File: config.mk
export PLATFORM = sky130hd
export DESIGN_NAME = pingpong_stream_buffer
export DESIGN_NICKNAME = d
export VERILOG_FILES = /design/src/rtl/pingpong_pkg.sv /design/src/rtl/pingpong_stream_buffer_tick_gen.sv /design/src/rtl/pingpong_stream_buffer.sv
export SDC_FILE = /design/constraint.sdc
export NUM_CORES = 1
export LEC_CHECK = 0
export CAP_MARGIN = 5
export CORE_ASPECT_RATIO = 0.7
export CORE_MARGIN = 2
export CORE_UTILIZATION = 62
export DETAILED_ROUTE_END_ITERATION = 8
export GPL_ROUTABILITY_DRIVEN = 0
export PLACE_DENSITY = 0.82
export SYNTH_ARGS = -nofsm -noshare
export SYNTH_HDL_FRONTEND = slang
export SYNTH_SLANG_ARGS = --single-unit
File: constraint.sdc
create_clock -name clk -period 2.8 [get_ports clk]
set_clock_uncertainty 0.15 [all_clocks]
set_input_delay 0.28 -clock clk [delete_from_list [all_inputs] [get_ports clk]]
set_output_delay 0.28 -clock clk [all_outputs]
set_load 0.02 [all_outputs]
File: src/rtl/pingpong_pkg.sv
// -----------------------------------------------------------------------------
// pingpong_pkg
// Shared definitions for the ping-pong stream buffer.
//   BANK_A / BANK_B : encoding of the bank-select bit (write bank, bank_sel)
//   addr_width()    : pointer width for a bank of a given depth (never 0)
// -----------------------------------------------------------------------------
package pingpong_pkg;

   localparam logic BANK_A = 1'b0;
   localparam logic BANK_B = 1'b1;

   // Pointer width for 'depth' entries; at least one bit so that a
   // depth of 1 or 2 still yields a legal vector.
   function automatic int unsigned addr_width(input int unsigned depth);
      if (depth <= 2) begin
         return 1;
      end
      return $clog2(depth);
   endfunction

endpackage

File: src/rtl/pingpong_stream_buffer_tick_gen.sv
// -----------------------------------------------------------------------------
// tick_gen
// In-domain rate enable for the ping-pong buffer drain side. A counter runs
// 0..TICK_DIV-1 and wraps; 'tick' is high during the last count, so there is
// one tick every TICK_DIV clk cycles (every cycle when TICK_DIV = 1).
// The counter free-runs from reset and ignores the data path entirely.
//
// Ports:
//   clk   : system clock, rising edge
//   reset : synchronous, active-high; clears the counter
//   tick  : one-cycle enable, combinational from the counter register
// -----------------------------------------------------------------------------
module tick_gen
   import pingpong_pkg::*;
#(
   parameter int unsigned TICK_DIV = 50
) (
   input  logic clk,
   input  logic reset,
   output logic tick
);

   localparam int unsigned CNT_W = addr_width(TICK_DIV);
   localparam logic [CNT_W-1:0] CNT_LAST = CNT_W'(TICK_DIV - 1);

   logic [CNT_W-1:0] cnt_q;
   logic [CNT_W-1:0] cnt_d;

   assign tick = (cnt_q == CNT_LAST);

   always_comb begin
      cnt_d = cnt_q + CNT_W'(1);
      if (tick) begin
         cnt_d = '0;
      end
   end

   always_ff @(posedge clk) begin
      if (reset) begin
         cnt_q <= '0;
      end else begin
         cnt_q <= cnt_d;
      end
   end

endmodule

File: src/rtl/pingpong_stream_buffer.sv
// -----------------------------------------------------------------------------
// pingpong_stream_buffer
// Double buffer between a producer (valid/ready) and a rate-limited consumer.
// The producer fills the write bank while the consumer drains the other bank
// at one word per tick. When the write bank is full and the read bank is
// empty, the banks exchange roles in a single cycle.
//
// Ports:
//   clk       : system clock, all logic on the rising edge
//   reset     : synchronous, active-high; abandons both banks
//   in_valid  : producer offers in_data
//   in_data   : word to store
//   in_ready  : write bank can accept a word
//   y         : registered output word
//   out_tick  : one-cycle pulse, y updated this cycle
//   underrun  : one-cycle pulse, a tick found no readable data
//   swap      : one-cycle pulse, banks exchanged
//   bank_sel  : current write bank (0 = A, 1 = B)
// -----------------------------------------------------------------------------
module pingpong_stream_buffer
   import pingpong_pkg::*;
#(
   parameter int unsigned DATA_W   = 8,
   parameter int unsigned DEPTH    = 32,
   parameter int unsigned TICK_DIV = 50
) (
   input  logic              clk,
   input  logic              reset,
   input  logic              in_valid,
   input  logic [DATA_W-1:0] in_data,
   output logic              in_ready,
   output logic [DATA_W-1:0] y,
   output logic              out_tick,
   output logic              underrun,
   output logic              swap,
   output logic              bank_sel
);

   localparam int unsigned ADDR_W = addr_width(DEPTH);
   localparam logic [ADDR_W-1:0] PTR_LAST = ADDR_W'(DEPTH - 1);

   // Bank storage; contents are never cleared, only logically discarded.
   logic [DATA_W-1:0] bank_a [DEPTH];
   logic [DATA_W-1:0] bank_b [DEPTH];

   logic [ADDR_W-1:0] wptr_q, wptr_d;
   logic [ADDR_W-1:0] rptr_q, rptr_d;
   logic              wb_q, wb_d;
   logic              wfull_q, wfull_d;
   logic              rvalid_q, rvalid_d;
   logic [DATA_W-1:0] y_q, y_d;
   logic              out_tick_q, out_tick_d;
   logic              underrun_q, underrun_d;
   logic              swap_q, swap_d;

   logic              tick;
   logic              wr_en;
   logic              do_swap;
   logic [DATA_W-1:0] rd_data;

   tick_gen #(
      .TICK_DIV (TICK_DIV)
   ) u_tick_gen (
      .clk   (clk),
      .reset (reset),
      .tick  (tick)
   );

   assign wr_en   = in_valid && !wfull_q;
   // Swap is decided purely on registered state; while wfull_q is set no
   // write can be accepted, and while rvalid_q is clear no read advances,
   // so the swap never competes with either pointer update.
   assign do_swap = wfull_q && !rvalid_q;

   // The read bank is always the one not being written.
   assign rd_data = (wb_q == BANK_A) ? bank_b[rptr_q] : bank_a[rptr_q];

   always_comb begin
      wptr_d     = wptr_q;
      rptr_d     = rptr_q;
      wb_d       = wb_q;
      wfull_d    = wfull_q;
      rvalid_d   = rvalid_q;
      y_d        = y_q;
      out_tick_d = 1'b0;
      underrun_d = 1'b0;
      swap_d     = 1'b0;

      if (wr_en) begin
         if (wptr_q == PTR_LAST) begin
            wptr_d  = '0;
            wfull_d = 1'b1;
         end else begin
            wptr_d = wptr_q + ADDR_W'(1);
         end
      end

      if (tick) begin
         if (rvalid_q) begin
            y_d        = rd_data;
            out_tick_d = 1'b1;
            if (rptr_q == PTR_LAST) begin
               rptr_d   = '0;
               rvalid_d = 1'b0;
            end else begin
               rptr_d = rptr_q + ADDR_W'(1);
            end
         end else begin
            // A tick coinciding with a swap still sees the old, empty bank.
            underrun_d = 1'b1;
         end
      end

      if (do_swap) begin
         wb_d     = ~wb_q;
         wfull_d  = 1'b0;
         rvalid_d = 1'b1;
         rptr_d   = '0;
         swap_d   = 1'b1;
      end
   end

   always_ff @(posedge clk) begin
      if (reset) begin
         wptr_q     <= '0;
         rptr_q     <= '0;
         wb_q       <= BANK_A;
         wfull_q    <= 1'b0;
         rvalid_q   <= 1'b0;
         y_q        <= '0;
         out_tick_q <= 1'b0;
         underrun_q <= 1'b0;
         swap_q     <= 1'b0;
      end else begin
         wptr_q     <= wptr_d;
         rptr_q     <= rptr_d;
         wb_q       <= wb_d;
         wfull_q    <= wfull_d;
         rvalid_q   <= rvalid_d;
         y_q        <= y_d;
         out_tick_q <= out_tick_d;
         underrun_q <= underrun_d;
         swap_q     <= swap_d;
      end
   end

   always_ff @(posedge clk) begin
      if (wr_en && !reset) begin
         if (wb_q == BANK_A) begin
            bank_a[wptr_q] <= in_data;
         end else begin
            bank_b[wptr_q] <= in_data;
         end
      end
   end

   assign in_ready = !wfull_q;
   assign y        = y_q;
   assign out_tick = out_tick_q;
   assign underrun = underrun_q;
   assign swap     = swap_q;
   assign bank_sel = wb_q;

endmodule

Word level (Yosys, flattened, before mapping)
Memories as Yosys holds them, arrays and structs flattened. A register that Yosys moved wholly into a read port is not among the register bits.
Index checks and enable logic that the tools add are counted.
{ "word_totals": {"ff_bits": 30, "ramBits": 512, "input_bits": 11, "word_cells": 52, "mem_count": 2} }
{ "classes": {"addsub": 3, "eq_ne": 3, "mux": 20, "n_bitwise": 2, "reduce_logical": 12} }
{ "memory_table": {"columns": ["name", "words", "word_bits", "rd", "rd_clocked_by_memory_dff", "write_ports", "line_no", "text"], "rows": [
  ["bank_a", 32, 8, 1, 1, 1, "pingpong_stream_buffer.sv:43", "logic [DATA_W-1:0] bank_a [DEPTH];"],
  ["bank_b", 32, 8, 1, 1, 1, "pingpong_stream_buffer.sv:44", "logic [DATA_W-1:0] bank_b [DEPTH];"]
]} }
{ "op_table": {"columns": ["cell", "n"], "rows": [
  ["two-way mux 5 bit", 6],
  ["two-way mux 1 bit", 13],
  ["adder 5 x 1 -> 5 bit, second input constant", 2],
  ["== test 5 bit, second input constant", 2],
  ["two-way mux 8 bit", 1],
  ["adder 6 x 1 -> 6 bit, second input constant", 1],
  ["== test 6 bit, second input constant", 1],
  ["OR reduction 2 bit", 3],
  ["AND reduction 2 bit", 2],
  ["logical AND 1 bit", 3],
  ["zero test 1 bit", 3],
  ["NOT 1 bit", 2],
  ["nonzero test 2 bit", 1]
]} }

Depth between registers and ports, before layout
{ "depth": {"depth_word": 5, "depth_mapped": 8, "depth_no_buf": 7} }

Hierarchy
Synthesis repeated with hierarchy kept, for this count alone.
{ "hier_totals": {"hier_cells": 1145, "hier_area_um2": 21287.9} }
{ "modules_own_cells": {"columns": ["mod", "n_inst", "cells_per_inst", "area_each_um2", "seq_area_each_um2"], "rows": [
  ["pingpong_stream_buffer", 1, 1118, 21032.7, 15955.3],
  ["tick_gen", 1, 27, 255.2, 120.1]
]} }

Worst setup path after synthesis
No wires, ideal clock.
{ "synth_path": {"kind": "flip-flop to flip-flop", "startpoint": "register wfull_q", "endpoint": "memory bank_b[13][0], enable pin", "arrival_ps": 1744, "required_time_ps": 2280, "path_slack_ps": 535, "path_stages_with_launch": 6, "path_buffers": 0, "period_less_slack_ps": 2265, "path_cell_list": "dfxtp_1 inv_1 nand2_1 nor3b_1 nand2_1 nor2_1"} }
{ "synth_via": {"elab_chain_cells": 5} }
{ "synth_rtl": {"columns": ["item", "line_no", "text"], "rows": [
  ["start: declaration", "pingpong_stream_buffer.sv:49", "logic wfull_q, wfull_d;"],
  ["start signal: assignment", "pingpong_stream_buffer.sv:138", "wfull_q <= wfull_d;"],
  ["zero test 1 bit", null, null],
  ["net in_ready", "pingpong_stream_buffer.sv:31", "output logic in_ready,"],
  ["logical AND 1 bit", "pingpong_stream_buffer.sv:69", "assign wr_en = in_valid && !wfull_q;"],
  ["logical AND 1 bit", "pingpong_stream_buffer.sv:148", "if (wr_en && !reset) begin"],
  ["two-way mux 1 bit", "pingpong_stream_buffer.sv:148", null],
  ["two-way mux 1 bit (implied by the code)", "pingpong_stream_buffer.sv:152", "bank_b[wptr_q] <= in_data;"],
  ["end: declaration", "pingpong_stream_buffer.sv:44", null]
]} }
The timed path passes the listed nets, and every way through them passes these cells.

==> out/results.ini <==
[setup_path]
cp-end-kind = flip-flop
cp-start-kind = flip-flop
worstPathRequired_ns = 3.08
path_class = reg -> reg
cp_data_arrival_time_ns = 2.99
cp_max_fo = 33

[drt]
dr.first_iter.drc_count = 1543
route.detailed.wl_per_inst_um = 27.2
vias = 11600
ant_nets = 0
drc_errors = 0
finalWirelength_um = 48200
viasPerCell = 6.56
dr.pass1.iters = 7

[synthesis]
synthTopCellsByArea = edfxtp_1 72%, mux4_2 6.8%, dfxtp_1 3.3%
async_flop_share = 0
synth_area_leader_cell = edfxtp_1
synth_most_common_cell = edfxtp_1
ys_ff_latch = 547
synthFlopType = edfxtp_1
synth-edff-count = 512
syn_inst = 1145
ys_seq_area_frac = 0.756
synth_top_area_frac = 0.723
yosysWarnings = 0
synth_cell_type_count = 42
synth_nets = 1165
synth_common_cells = 512 x edfxtp_1, 90 x nor2_1, 66 x mux2i_1, 64 x mux4_2, 48 x a22o_1
synth.avg_cell_area_um2 = 18.6
synthesis.area_mm2 = 0.0213

[cts]
cts_buffer_depth = 3
cts_root_buffer = clkbuf_16
clkTransAtPathRegs_ns = 0.06
cts_num_sinks = 547
tritoncts = yes
numCtsBuffers = 49
clock_latency_ns = 0.58
htree_levels = 2

[hold_path]
hp-class = in -> reg

[die]
core_area_mm2 = 0.0336
ioPinCount = 24
dieWidth_um = 225
rows = 56
start_util = 0.632
die_h_um = 159
die_area_mm2 = 0.0358

[timing]
setup_viol = 0
final_hold_viol_count = 0
fin_hold_ws_ns = 0.0295
period_needed_ns = 2.71
rsz0062_at_grt = false
layout_setup_ws_ns = 0.0945
finalMaxSlewViolations = 0
tightestPinTransition_ns = 1.06
tns_ns = 0
fmax_mhz = 370
fin_crit_sh = 0.966
slew_headroom = 0.293

[global_routing]
grt_max_degree = 54
gr-total-overflow = 0
antenna_found_initial = 2
grt.total_usage = 0.275
grt_pass1_wl_um = 71900
first_global_vias = 11500

[flow_run]
max_cap_viol_count = 0

[outcome]
status = finished clean

[placed_design]
dpl-instance-area_mm2 = 0.0229
port_buffers = 23
dp_hpwl_um = 30500
dp_slack_ns = -0.0949

[finish]
n_fill_cell = 1930
nets = 1314
drive_above_1_share = 0.243
final_cell_area_mm2 = 0.0245
syn2layout_area_growth_pct = 15.3

[pwr]
peakVddDrop_mv = 0.658
leakage_nw = 7.79
power.density_mw_per_mm2 = 647
total_power_w = 0.0159

-- stage by stage --
stage,cells,util
detailed placement,1675,0.681
CTS,1766,0.728
global placement,1675,0.681
floorplan,1145,-
global route,1767,0.729
finish,1768,0.729
-- worst max-delay path: stages (launching register included) --
cell and delay, ns:
dfxtp_4 0.44, buf_12 0.24, buf_4 0.22, buf_4 0.15, nor2b_1 0.04, a211oi_1 0.19, a2111oi_0 0.11, buf_4 0.18
nor4_1 0.61, o221ai_1 0.20
-- per-layer routing --
| metal | vias to the layer above | share of wire | global-route usage |
|---|---|---|---|
| met5 | - | 0.00025 | 0 |
| met4 | 2 | 0.026 | 0.0831 |
| met3 | 95 | 0.10 | 0.0622 |
| met2 | 667 | 0.46 | 0.408 |
| met1 | 5868 | 0.41 | 0.413 |
| li1 | 4958 | - | - |
-- final timing paths --
| kind | slack, ns | end | cells after the start | startpoint |
|---|---|---|---|---|
| max | 0.09 | y[4]$_SDFFE_PP0N_ | 9 | flip-flop |
| min | 0.03 | bank_b[31][2]$_DFFE_PP_ | 1 | in_data[2] |
| max reg2reg | 0.09 | y[4]$_SDFFE_PP0N_ | 9 | flip-flop |
| min reg2reg | 0.32 | u_tick_gen.cnt_q[0]$_SDFF_PP0_ | 1 | u_tick_gen.cnt_q[0]$_SDFF_PP0_ |
-- cells in the final DEF (no fill, tap or decap), types with 3 or more instances in the layout --
cell type | synthesis | layout
a22o_1 | 48 | 48
nor4_1 | 17 | 15
nand3b_1 | 12 | 12
clkinv_2 | 0 | 8
o21ai_0 | 4 | 4
nor2_1 | 90 | 89
bufinv_16 | 0 | 5
mux2i_1 | 66 | 66
dfxtp_1 | 35 | 33
buf_12 | 0 | 13
and3_1 | 4 | 4
inv_1 | 4 | 4
mux2_2 | 32 | 32
o22ai_1 | 16 | 16
a21oi_1 | 5 | 5
mux4_2 | 64 | 64
buf_4 | 8 | 127
nand2_1 | 19 | 19
clkbuf_1 | 34 | 8
nor2b_1 | 34 | 34
ha_1 | 9 | 9
nand2b_1 | 3 | 3
a2111oi_0 | 32 | 26
o221ai_1 | 8 | 8
xor2_1 | 4 | 4
edfxtp_1 | 512 | 512
a211oi_1 | 33 | 33
buf_2 | 14 | 8
clkbuf_16 | 0 | 51
clkinv_1 | 0 | 13
nand3_1 | 3 | 3
a2111oi_1 | 0 | 5
clkdlybuf4s50_1 | 0 | 15
nor3_1 | 4 | 4
xnor2_1 | 4 | 4
-- repair_timing --
action,CTS,global route
hold endpoints to repair,11,0
cloned,0,0
setup buffers,0,1
resized for setup,1,1
hold buffers,2,0
setup endpoints to repair,1,2
-- registers in the layout (all words and copies together), names as in the netlist, 5 cells and up, named ones only --
register / count
bank_a: 256
bank_b: 256
rptr_q: 5
u_tick_gen.cnt_q: 6
wptr_q: 5
y: 8
-- area by class of cell --
class	instances	area, µm²	area share
inverters	4	15.0	0.000612
clock buffers	59	1310	0.0533
diodes	1	2.50	0.000102
multi-input cells	526	4850	0.198
clock inverters	30	279	0.0114
repair buffers	166	1440	0.0587
well taps	435	544	0.0222
flip-flops and latches	547	16100	0.656
-- where the power goes --
part | internal, W | leakage, nW | switching, W
Clock | 0.00378 | 0.772 | 0.00289
Sequential | 0.00894 | 4.89 | 0.0000115
Combinational | 0.0000517 | 2.14 | 0.000179
-- cells by family after synthesis --
kind of cell    after synthesis  synth area share
fa+ha+maj                     9           0.00530
simple gates                198            0.0466
flops                       547             0.756
xor+xnor                      8           0.00330
compound gates              149            0.0558
mux                         162             0.116
buf+inv                      72            0.0171
No activity file was read; power rests on OpenSTA's default activity.
